File: src/rtl/cache_cfg_pkg.sv
// Cache controller build-time defaults.
package cache_cfg_pkg;

  // Default watchdog limit for the command dispatcher, in EXEC cycles
  // counted after the enter cycle.
  localparam int DISPATCH_TIMEOUT_CYCLES = 16;

endpackage

File: src/rtl/ctrl_types_pkg.sv
// Shared controller types: sub-FSM command status plus the dispatcher's
// operation, response and state encodings.
package ctrl_types_pkg;

  // Status reported by a GET/PUT/DEL sub-FSM: {done, error}.
  typedef struct packed {
    logic done;
    logic error;
  } sub_cmd_t;

  // Request operation; encoding 2'd3 is illegal and never latched.
  typedef enum logic [1:0] {
    OP_GET = 2'd0,
    OP_PUT = 2'd1,
    OP_DEL = 2'd2
  } op_e;

  // Response status returned to the requester.
  typedef enum logic [1:0] {
    RESP_OK      = 2'd0,
    RESP_ERR     = 2'd1,
    RESP_TIMEOUT = 2'd2,
    RESP_ILLEGAL = 2'd3
  } resp_e;

  // Dispatcher top-level states.
  typedef enum logic [1:0] {
    ST_IDLE = 2'd0,
    ST_EXEC = 2'd1,
    ST_RESP = 2'd2
  } dispatch_state_e;

  // Raw request encoding that selects no sub-FSM.
  localparam logic [1:0] OP_ILLEGAL_CODE = 2'd3;

endpackage

File: src/rtl/op_dispatch_fsm_if.sv
// Request/response handshakes and sub-FSM enable/status bundle of the
// command dispatcher. slave = dispatcher side, master = environment side.
interface op_dispatch_fsm_if;
  import ctrl_types_pkg::*;

  logic       req_valid;
  logic       req_ready;
  logic [1:0] req_op;

  logic       get_en;
  logic       put_en;
  logic       del_en;
  logic       get_enter;
  logic       put_enter;
  logic       del_enter;

  sub_cmd_t   get_cmd;
  sub_cmd_t   put_cmd;
  sub_cmd_t   del_cmd;

  logic       resp_valid;
  logic       resp_ready;
  resp_e      resp_status;
  logic       busy;

  modport slave (
    input  req_valid, req_op, get_cmd, put_cmd, del_cmd, resp_ready,
    output req_ready, get_en, put_en, del_en, get_enter, put_enter, del_enter,
    output resp_valid, resp_status, busy
  );

  modport master (
    output req_valid, req_op, get_cmd, put_cmd, del_cmd, resp_ready,
    input  req_ready, get_en, put_en, del_en, get_enter, put_enter, del_enter,
    input  resp_valid, resp_status, busy
  );

endinterface

File: src/rtl/dispatch_watchdog.sv
// Saturating EXEC-cycle counter for the dispatcher watchdog.
// The count includes the enter cycle, so on the k-th cycle after enter the
// counter holds k; expired_o flags the cycle whose count equals LIMIT.
module dispatch_watchdog #(
  parameter int LIMIT = 16
) (
  input  logic clk,
  input  logic rst,
  input  logic clear_i,
  input  logic enable_i,
  output logic expired_o
);

  localparam int               CNT_W   = $clog2(LIMIT + 1);
  localparam logic [CNT_W-1:0] LIMIT_C = CNT_W'(LIMIT);
  localparam logic [CNT_W-1:0] ONE_C   = CNT_W'(1);

  logic [CNT_W-1:0] cnt_q;
  logic [CNT_W-1:0] cnt_d;

  // Clear has priority; otherwise count enabled cycles and hold at LIMIT.
  always_comb begin
    cnt_d = cnt_q;
    if (clear_i) begin
      cnt_d = '0;
    end else if (enable_i && (cnt_q != LIMIT_C)) begin
      cnt_d = cnt_q + ONE_C;
    end
  end

  // Counter register.
  always_ff @(posedge clk) begin
    if (rst) begin
      cnt_q <= '0;
    end else begin
      cnt_q <= cnt_d;
    end
  end

  assign expired_o = enable_i && (cnt_q == LIMIT_C);

endmodule

File: src/rtl/op_dispatch_fsm.sv
// Cache controller command dispatcher: accepts one GET/PUT/DEL request,
// enables the matching sub-FSM, collects its done/error status and returns
// a single registered response.
// Optional watchdog: define CTRL_DISPATCH_TIMEOUT_EN to abort a sub-FSM that
// does not report within TIMEOUT_CYCLES post-enter EXEC cycles.
module op_dispatch_fsm
  import ctrl_types_pkg::*;
  import cache_cfg_pkg::*;
#(
  parameter int TIMEOUT_CYCLES = DISPATCH_TIMEOUT_CYCLES
) (
  input logic              clk,
  input logic              rst,
  op_dispatch_fsm_if.slave bus
);

  dispatch_state_e state_q, state_d;
  op_e             op_q, op_d;
  resp_e           status_q, status_d;
  logic            enter_q, enter_d;
  sub_cmd_t        sel_cmd;
  logic            wd_expired;

  // A watchdog limit of zero would time out before any report is possible.
  if (TIMEOUT_CYCLES < 1) begin : g_bad_timeout
    $error("op_dispatch_fsm: TIMEOUT_CYCLES must be at least 1");
  end

`ifdef CTRL_DISPATCH_TIMEOUT_EN
  logic wd_clear;
  logic wd_enable;

  assign wd_clear  = (state_q == ST_IDLE) && bus.req_valid &&
                     (bus.req_op != OP_ILLEGAL_CODE);
  assign wd_enable = (state_q == ST_EXEC);

  dispatch_watchdog #(
    .LIMIT (TIMEOUT_CYCLES)
  ) u_watchdog (
    .clk       (clk),
    .rst       (rst),
    .clear_i   (wd_clear),
    .enable_i  (wd_enable),
    .expired_o (wd_expired)
  );
`else
  assign wd_expired = 1'b0;
`endif

  // Pick the latched op's status; the other two sub-FSMs are never looked at.
  always_comb begin
    sel_cmd = bus.del_cmd;
    unique case (op_q)
      OP_GET:  sel_cmd = bus.get_cmd;
      OP_PUT:  sel_cmd = bus.put_cmd;
      default: sel_cmd = bus.del_cmd;
    endcase
  end

  // Next-state logic: accept in IDLE, wait for report/timeout in EXEC,
  // hold the response in RESP until it is taken.
  always_comb begin
    state_d  = state_q;
    op_d     = op_q;
    status_d = status_q;
    enter_d  = 1'b0;
    unique case (state_q)
      ST_IDLE: begin
        if (bus.req_valid) begin
          if (bus.req_op == OP_ILLEGAL_CODE) begin
            status_d = RESP_ILLEGAL;
            state_d  = ST_RESP;
          end else begin
            op_d    = op_e'(bus.req_op);
            enter_d = 1'b1;
            state_d = ST_EXEC;
          end
        end
      end
      ST_EXEC: begin
        // Status on the enter cycle belongs to the sub-FSM's previous life.
        if (!enter_q) begin
          if (sel_cmd.error) begin
            status_d = RESP_ERR;
            state_d  = ST_RESP;
          end else if (sel_cmd.done) begin
            status_d = RESP_OK;
            state_d  = ST_RESP;
          end else if (wd_expired) begin
            status_d = RESP_TIMEOUT;
            state_d  = ST_RESP;
          end
        end
      end
      ST_RESP: begin
        if (bus.resp_ready) begin
          state_d = ST_IDLE;
        end
      end
      default: begin
        state_d = ST_IDLE;
      end
    endcase
  end

  // State, latched op, latched status and first-EXEC-cycle flag.
  always_ff @(posedge clk) begin
    if (rst) begin
      state_q  <= ST_IDLE;
      op_q     <= OP_GET;
      status_q <= RESP_OK;
      enter_q  <= 1'b0;
    end else begin
      state_q  <= state_d;
      op_q     <= op_d;
      status_q <= status_d;
      enter_q  <= enter_d;
    end
  end

  // All outputs decode from registered state only.
  assign bus.get_en      = (state_q == ST_EXEC) && (op_q == OP_GET);
  assign bus.put_en      = (state_q == ST_EXEC) && (op_q == OP_PUT);
  assign bus.del_en      = (state_q == ST_EXEC) && (op_q == OP_DEL);
  assign bus.get_enter   = bus.get_en && enter_q;
  assign bus.put_enter   = bus.put_en && enter_q;
  assign bus.del_enter   = bus.del_en && enter_q;

  assign bus.req_ready   = (state_q == ST_IDLE);
  assign bus.resp_valid  = (state_q == ST_RESP);
  assign bus.resp_status = status_q;
  assign bus.busy        = (state_q != ST_IDLE);

endmodule

File: src/flat_wrapper.sv
// flat-port wrapper written by rule: the top's interface ports become plain ports
module op_dispatch_fsm_flat import ctrl_types_pkg::*; import cache_cfg_pkg::*;
#(
  parameter int TIMEOUT_CYCLES = DISPATCH_TIMEOUT_CYCLES
)
  (clk, rst, bus_req_valid, bus_req_op, bus_get_cmd, bus_put_cmd, bus_del_cmd, bus_resp_ready, bus_req_ready, bus_get_en, bus_put_en, bus_del_en, bus_get_enter, bus_put_enter, bus_del_enter, bus_resp_valid, bus_resp_status, bus_busy);
  op_dispatch_fsm_if bus_i ();
  input logic clk;
  input logic rst;
  input wire logic [$bits(bus_i.req_valid)-1:0] bus_req_valid;
  input wire logic [$bits(bus_i.req_op)-1:0] bus_req_op;
  input wire logic [$bits(bus_i.get_cmd)-1:0] bus_get_cmd;
  input wire logic [$bits(bus_i.put_cmd)-1:0] bus_put_cmd;
  input wire logic [$bits(bus_i.del_cmd)-1:0] bus_del_cmd;
  input wire logic [$bits(bus_i.resp_ready)-1:0] bus_resp_ready;
  output wire logic [$bits(bus_i.req_ready)-1:0] bus_req_ready;
  output wire logic [$bits(bus_i.get_en)-1:0] bus_get_en;
  output wire logic [$bits(bus_i.put_en)-1:0] bus_put_en;
  output wire logic [$bits(bus_i.del_en)-1:0] bus_del_en;
  output wire logic [$bits(bus_i.get_enter)-1:0] bus_get_enter;
  output wire logic [$bits(bus_i.put_enter)-1:0] bus_put_enter;
  output wire logic [$bits(bus_i.del_enter)-1:0] bus_del_enter;
  output wire logic [$bits(bus_i.resp_valid)-1:0] bus_resp_valid;
  output wire logic [$bits(bus_i.resp_status)-1:0] bus_resp_status;
  output wire logic [$bits(bus_i.busy)-1:0] bus_busy;
  assign bus_i.req_valid = bus_req_valid;
  assign bus_i.req_op = bus_req_op;
  assign bus_i.get_cmd = bus_get_cmd;
  assign bus_i.put_cmd = bus_put_cmd;
  assign bus_i.del_cmd = bus_del_cmd;
  assign bus_i.resp_ready = bus_resp_ready;
  assign bus_req_ready = bus_i.req_ready;
  assign bus_get_en = bus_i.get_en;
  assign bus_put_en = bus_i.put_en;
  assign bus_del_en = bus_i.del_en;
  assign bus_get_enter = bus_i.get_enter;
  assign bus_put_enter = bus_i.put_enter;
  assign bus_del_enter = bus_i.del_enter;
  assign bus_resp_valid = bus_i.resp_valid;
  assign bus_resp_status = bus_i.resp_status;
  assign bus_busy = bus_i.busy;
  op_dispatch_fsm #(.TIMEOUT_CYCLES(TIMEOUT_CYCLES)) u_core (.clk(clk), .rst(rst), .bus(bus_i));
endmodule
File: config.mk
export PLATFORM = sky130hd
export DESIGN_NAME = op_dispatch_fsm_flat
export DESIGN_NICKNAME = d
export VERILOG_FILES = /design/src/rtl/cache_cfg_pkg.sv /design/src/rtl/ctrl_types_pkg.sv /design/src/rtl/op_dispatch_fsm_if.sv /design/src/rtl/dispatch_watchdog.sv /design/src/rtl/op_dispatch_fsm.sv /design/src/flat_wrapper.sv
export SDC_FILE = /design/constraint.sdc
export NUM_CORES = 1
export LEC_CHECK = 0
export CAP_MARGIN = 20
export CORE_AREA = 5 5 42 44
export CTS_CLUSTER_SIZE = 10
export DETAILED_ROUTE_END_ITERATION = 6
export DIE_AREA = 0 0 47 49
export PLACE_DENSITY_LB_ADDON = 0.3
export SYNTH_ARGS = -nofsm -noshare
export SYNTH_HDL_FRONTEND = slang
export SYNTH_HIERARCHICAL = 1
export SYNTH_SLANG_ARGS = --single-unit
File: constraint.sdc
create_clock -name clk -period 1.6 [get_ports clk]
set_input_delay 0.48 -clock clk [delete_from_list [all_inputs] [get_ports clk]]
set_output_delay 0.48 -clock clk [all_outputs]
set_load 0.01 [all_outputs]
### After elaboration in Yosys (flattened, before gate mapping)

Index checks and enable logic that the tools add are counted.

| word-level totals | value |
|---|---|
| logic and storage cells | 46 |
| bits in registers | 7 |
| output and inout bits | 11 |
| bits of input ports | 12 |

| operators by class | value |
|---|---|
| equality and inequality tests | 10 |
| multiplexer cells | 15 |
| reduce and logical (&&, ||, !) cells | 14 |
| bitwise operators | 3 |

Operators with widths:

| kind | count |
|---|---|
| 2-to-1 mux 2 bit | 11 |
| case mux 2 bit (2 select lines) | 2 |
| == test 2 bit (second input constant) | 3 |
| logical AND 1 bit | 6 |
| != test 2 bit (second input constant) | 3 |
| case mux 2 bit (3 select lines) | 1 |
| AND reduction 5 bit | 1 |
| == test 2 x 1 -> 1 bit (second input constant) | 2 |
| zero test 2 bit | 2 |
| AND reduction 4 bit | 1 |
| nonzero test 2 bit | 2 |
| != test 3 x 1 -> 1 bit (second input constant) | 1 |
| inverter 1 bit | 3 |
| AND reduction 3 bit | 1 |
| OR reduction 3 bit | 1 |
| != test 2 x 1 -> 1 bit (second input constant) | 1 |
| 2-to-1 mux 1 bit | 1 |

### Logic depth before layout (Yosys ltp)

| logic depth | value |
|---|---|
| depth after elaboration | 6 |
| depth in mapped cells | 5 |
| mapped depth without buffers | 4 |

### Worst setup path before layout

No wires, ideal clock.

| timing | value |
|---|---|
| path kind | in2reg |
| start | in bus_put_cmd[1] |
| end | reg u_core.status_q[1], in the netlist u_core/bus.resp_status[1] |
| setup slack | 0.092 ns |
| setup time | 0.121 ns |
| arrival | 1.387 ns |
| required time | 1.479 ns |
| stages | 4 |
| path buffers | 0 |
| path through | mux2_1 -> mux2i_1 -> a21o_1 -> mux2_4 |

| on the way | value |
|---|---|
| longest elaborated chain between the ends | 3 |

Ends and longest elaborated chain:

| element | line | text |
|---|---|---|
| start, declared | flat_wrapper.sv:13 | `input wire logic [$bits(bus_i.put_cmd)-1:0] bus_put_cmd;` |
| case mux 2 bit (2 select lines) | op_dispatch_fsm.sv:53 | `unique case (op_q)` |
| != test 3 x 1 -> 1 bit (no line) | n/a |  |
| AND reduction 5 bit (no line) | n/a |  |
| end signal, assigned | op_dispatch_fsm.sv:116 | `status_q <= status_d;` |
| end, declared | op_dispatch_fsm.sv:19 | `resp_e status_q, status_d;` |

Every way passes these cells.
A chain may end at the register's enable or synchronous reset.

### Worst setup path after layout

| timing | value |
|---|---|
| start | reg u_core.op_q[1] |
| end | out bus_put_enter |

| on the way | value |
|---|---|
| longest elaborated chain between the ends | 3 |

Ends and longest elaborated chain:

| element | line | text |
|---|---|---|
| start, declared | op_dispatch_fsm.sv:18 | `op_e op_q, op_d;` |
| start signal, assigned | op_dispatch_fsm.sv:115 | `op_q <= op_d;` |
| == test 2 x 1 -> 1 bit | op_dispatch_fsm.sv:123 | `assign bus.put_en = (state_q == ST_EXEC) && (op_q == OP_PUT);` |
| logical AND 1 bit | op_dispatch_fsm.sv:123 |  |
| logical AND 1 bit | op_dispatch_fsm.sv:126 | `assign bus.put_enter = bus.put_en && enter_q;` |
| end, declared | flat_wrapper.sv:21 | `output wire logic [$bits(bus_i.put_enter)-1:0] bus_put_enter;` |

Every way passes these cells.

==> metrics <==
main combinational cell family by area after synthesis=simple AND/OR/NAND/NOR gates; final hold violations=0; register bit total from synthesis=7; clock latency at the later pin of the worst-skew pair=0.25 ns; die area=2300 um2; post-synthesis mux area share=15.5%; final WL=1.40 mm; Ys Warns=6; vias per inst=4.89; first-pass GRT wire length=2.16 mm; First DRT Iteration DRCs=4; most frequent cell after synthesis=nor2_1; via count=533; Place WS=-0.388 ns; xor and xnor fraction of the mapped netlist area=0%; slowest CP cell=dfxtp_2; Mapped Nets=66; CTS Buffer Depth=2; initial antenna violation count=0; CTS Sinks=7; Comb pwr share=43.9%; Post-Syn Area per Cell=7.90 um2; CP endpoint kind=output port; Die W=47 um; Final min period=1.60 ns; synthesized cell area=427 um2; GPL Wtd Cong=0.783; root buffer cell=clkbuf_4; pin slew with the least headroom to its limit=0.216 ns; Initial Utilization=30.4%; Syn-to-layout area delta=96.5%; total global routing overflow=0; ant diodes=0; max_cap viols=0; Net Sw Power=222 uW; ratio of cells with drive above 1 in the final layout=45.2%; Port Buf Inserts=22; Worst Setup Start Kind=flip-flop; reg2reg start=u_core/state_q[0]; skew final=0.00121 ns; largest net degree at the start of global routing=7; Detail Placement HPWL=1.01 mm; sw frac=31.9%; Cell Rows=14; Yosys top cell by area=dfxtp_1; Pwr Density=828 nW/um2; Synth Area in Simple Gates=32.6%; P_leak=0.000421 uW; num ports=23; worst endpoint data arrival time=1.12 ns; WHS=0.482 ns; failing checks=negative setup slack; max-slew violation count=0; Synth area leaders=dfxtp_1 (33%), mux2i_1 (9.4%), nor2_1 (7.9%), a21oi_1 (3.5%), o21ai_0 (3.5%); R2R Path End=u_core/bus.resp_status[1]; post-synth cell types=26; layout net count=106; Worst-path clk slew=0.05 ns; WP buf/inv=1; ys flop type=dfxtp_1; Synth top cells by count=nor2_1 (9), dfxtp_1 (7), mux2i_1 (4); core area=1400 um2; Highest Clock Rate=624 MHz; Max-slew headroom=85.4%; reg2reg setup slack=0.04 ns; critical path type=reg2out; Worst EP required=1.12 ns; vias in the first global route=535; H-tree levels=1; sequential fraction of the synthesis area=32.8%; RSZ-0062 raised after global routing=yes; CP max FO=2; Setup WS post-layout=-0.00258 ns; Post-Synthesis Cells=54; fill count=139; status=complete, but fails checks; CP peak stage delay=0.34 ns; share of flip-flops with an asynchronous set or reset=0%; worst vdd rail ir drop=531 uV; hold buffer count at CTS=0; 1st-pass router iterations=3; CTS buffer count=3; die height=49 um; CP delay by family, top=simple AND/OR/NAND/NOR gates; worst-path cell chain=nor2_4 -> and3_4 -> and2_1 -> buf_2; Avg WL per Cell=12.8 um; period utilization=100%; final setup vio count=1; Pint=472 uW; post-route ant nets=0; Tot Pwr=694 uW; Reg power frac=32.0%; Hold Path Depth=2; CTS tree=built; share of Yosys cell area claimed by the top area cell type=32.8%; clock power share=24.0%; Tot GR Track Use=13.5%; min-delay src=u_core/bus.resp_status[0]; Post-synth EDFFs=0; DRC=0; area share of fa/ha/maj cells after synthesis=0%; Hold Path End=u_core/bus.resp_status[0]; compound-cell area share of the yosys netlist=14.4%; Worst Reg2Reg Path Length in Cells=6; HP Class=reg2reg
-- state kept, by name, indices dropped and copies added, names as in the netlist --
name and flops:
u_core/bus.resp_status 2, u_core/op_q 2, u_core/state_q 2, u_core/enter_q 1
-- layer usage --
metal	wire length [um]	GRT usage [%]	vias up
met4	39	9.68	0
met3	113	5.17	4
li1	-	-	268
met5	0	0	-
met1	504	15.6	244
met2	741	19.2	17
-- through the flow --
stage                     util [%]  instances   TNS, ns  cell area, um2
after floorplan                  -         54         0             427
after global placement        55.3        105     -1.50             774
after detailed placement      55.3        105     -1.53             774
after CTS                     58.4        109  -0.00168             818
after global routing          59.8        109    -0.159             838
final                         59.8        109  -0.00258             838
-- power by group through the flow --
stage	registers [uW]	logic, uW	clock network [uW]
after detailed placement	219	295	0
after CTS	220	302	170
final	222	305	167
after floorplan	219	119	0
after global routing	227	332	185
after global placement	218	292	0
-- cells in the final DEF, fill, tap and decap left out, drive strengths merged --
cell type      count
nand3              1
or2                1
and2               2
and3               1
nor2b              2
mux2i              4
a211oi             2
a21o               1
dfxtp              7
or3                1
a31o               1
a21oi              3
and4b              1
inv                2
nor3               2
buf               20
nand2b             1
mux2               2
nand2              3
dlygate4sd2        4
nor2               9
dlymetal6s2s       3
nand3b             1
nor4bb             1
o21ai              3
clkbuf             7
clkdlybuf4s50      6
clkdlybuf4s15      2
-- cell families after synthesis --
family	Yosys count
compound gates	10
buf+inv	5
flops	7
mux	6
simple gates	26
-- tightest hold or removal path: stages, from the launching register on --
cell and delay [ns]:
dfxtp_1 0.30, o21ai_0 0.07, a21oi_1 0.06
-- area by class of cell --
cell class / instances / area, um2 / area share, %
inverters: 2 / 7.51 / 0.896
multi-input cells: 42 / 324 / 38.7
flip-flops and latches: 7 / 148 / 17.6
well taps: 16 / 20.0 / 2.39
clock buffers: 4 / 26.3 / 3.13
repair buffers: 38 / 313 / 37.3
-- repair_timing --
| item | 4_1_cts | 5_1_grt |
|---|---|---|
| pin swaps | 4 | 3 |
| setup endpoints to repair | 11 | 9 |
| gates resized for setup | 44 | 13 |
| setup buffers | 0 | 0 |
-- worst max path at each step --
stage                      start                        end  slack [ns]  depth (start not counted)
2_1_floorplan     bus_put_cmd[1]  u_core/bus.resp_status[1]        0.09                          4
3_3_place_gp      bus_put_cmd[1]  u_core/bus.resp_status[1]       -0.36                          5
3_5_place_dp      bus_get_cmd[1]  u_core/bus.resp_status[1]       -0.39                          5
4_1_cts        u_core/state_q[1]                   bus_busy      -0.002                          4
5_1_grt           u_core/op_q[1]              bus_put_enter       -0.06                          4
6_report          u_core/op_q[1]              bus_put_enter      -0.003                          4
Power figures use the tool's default switching activity.
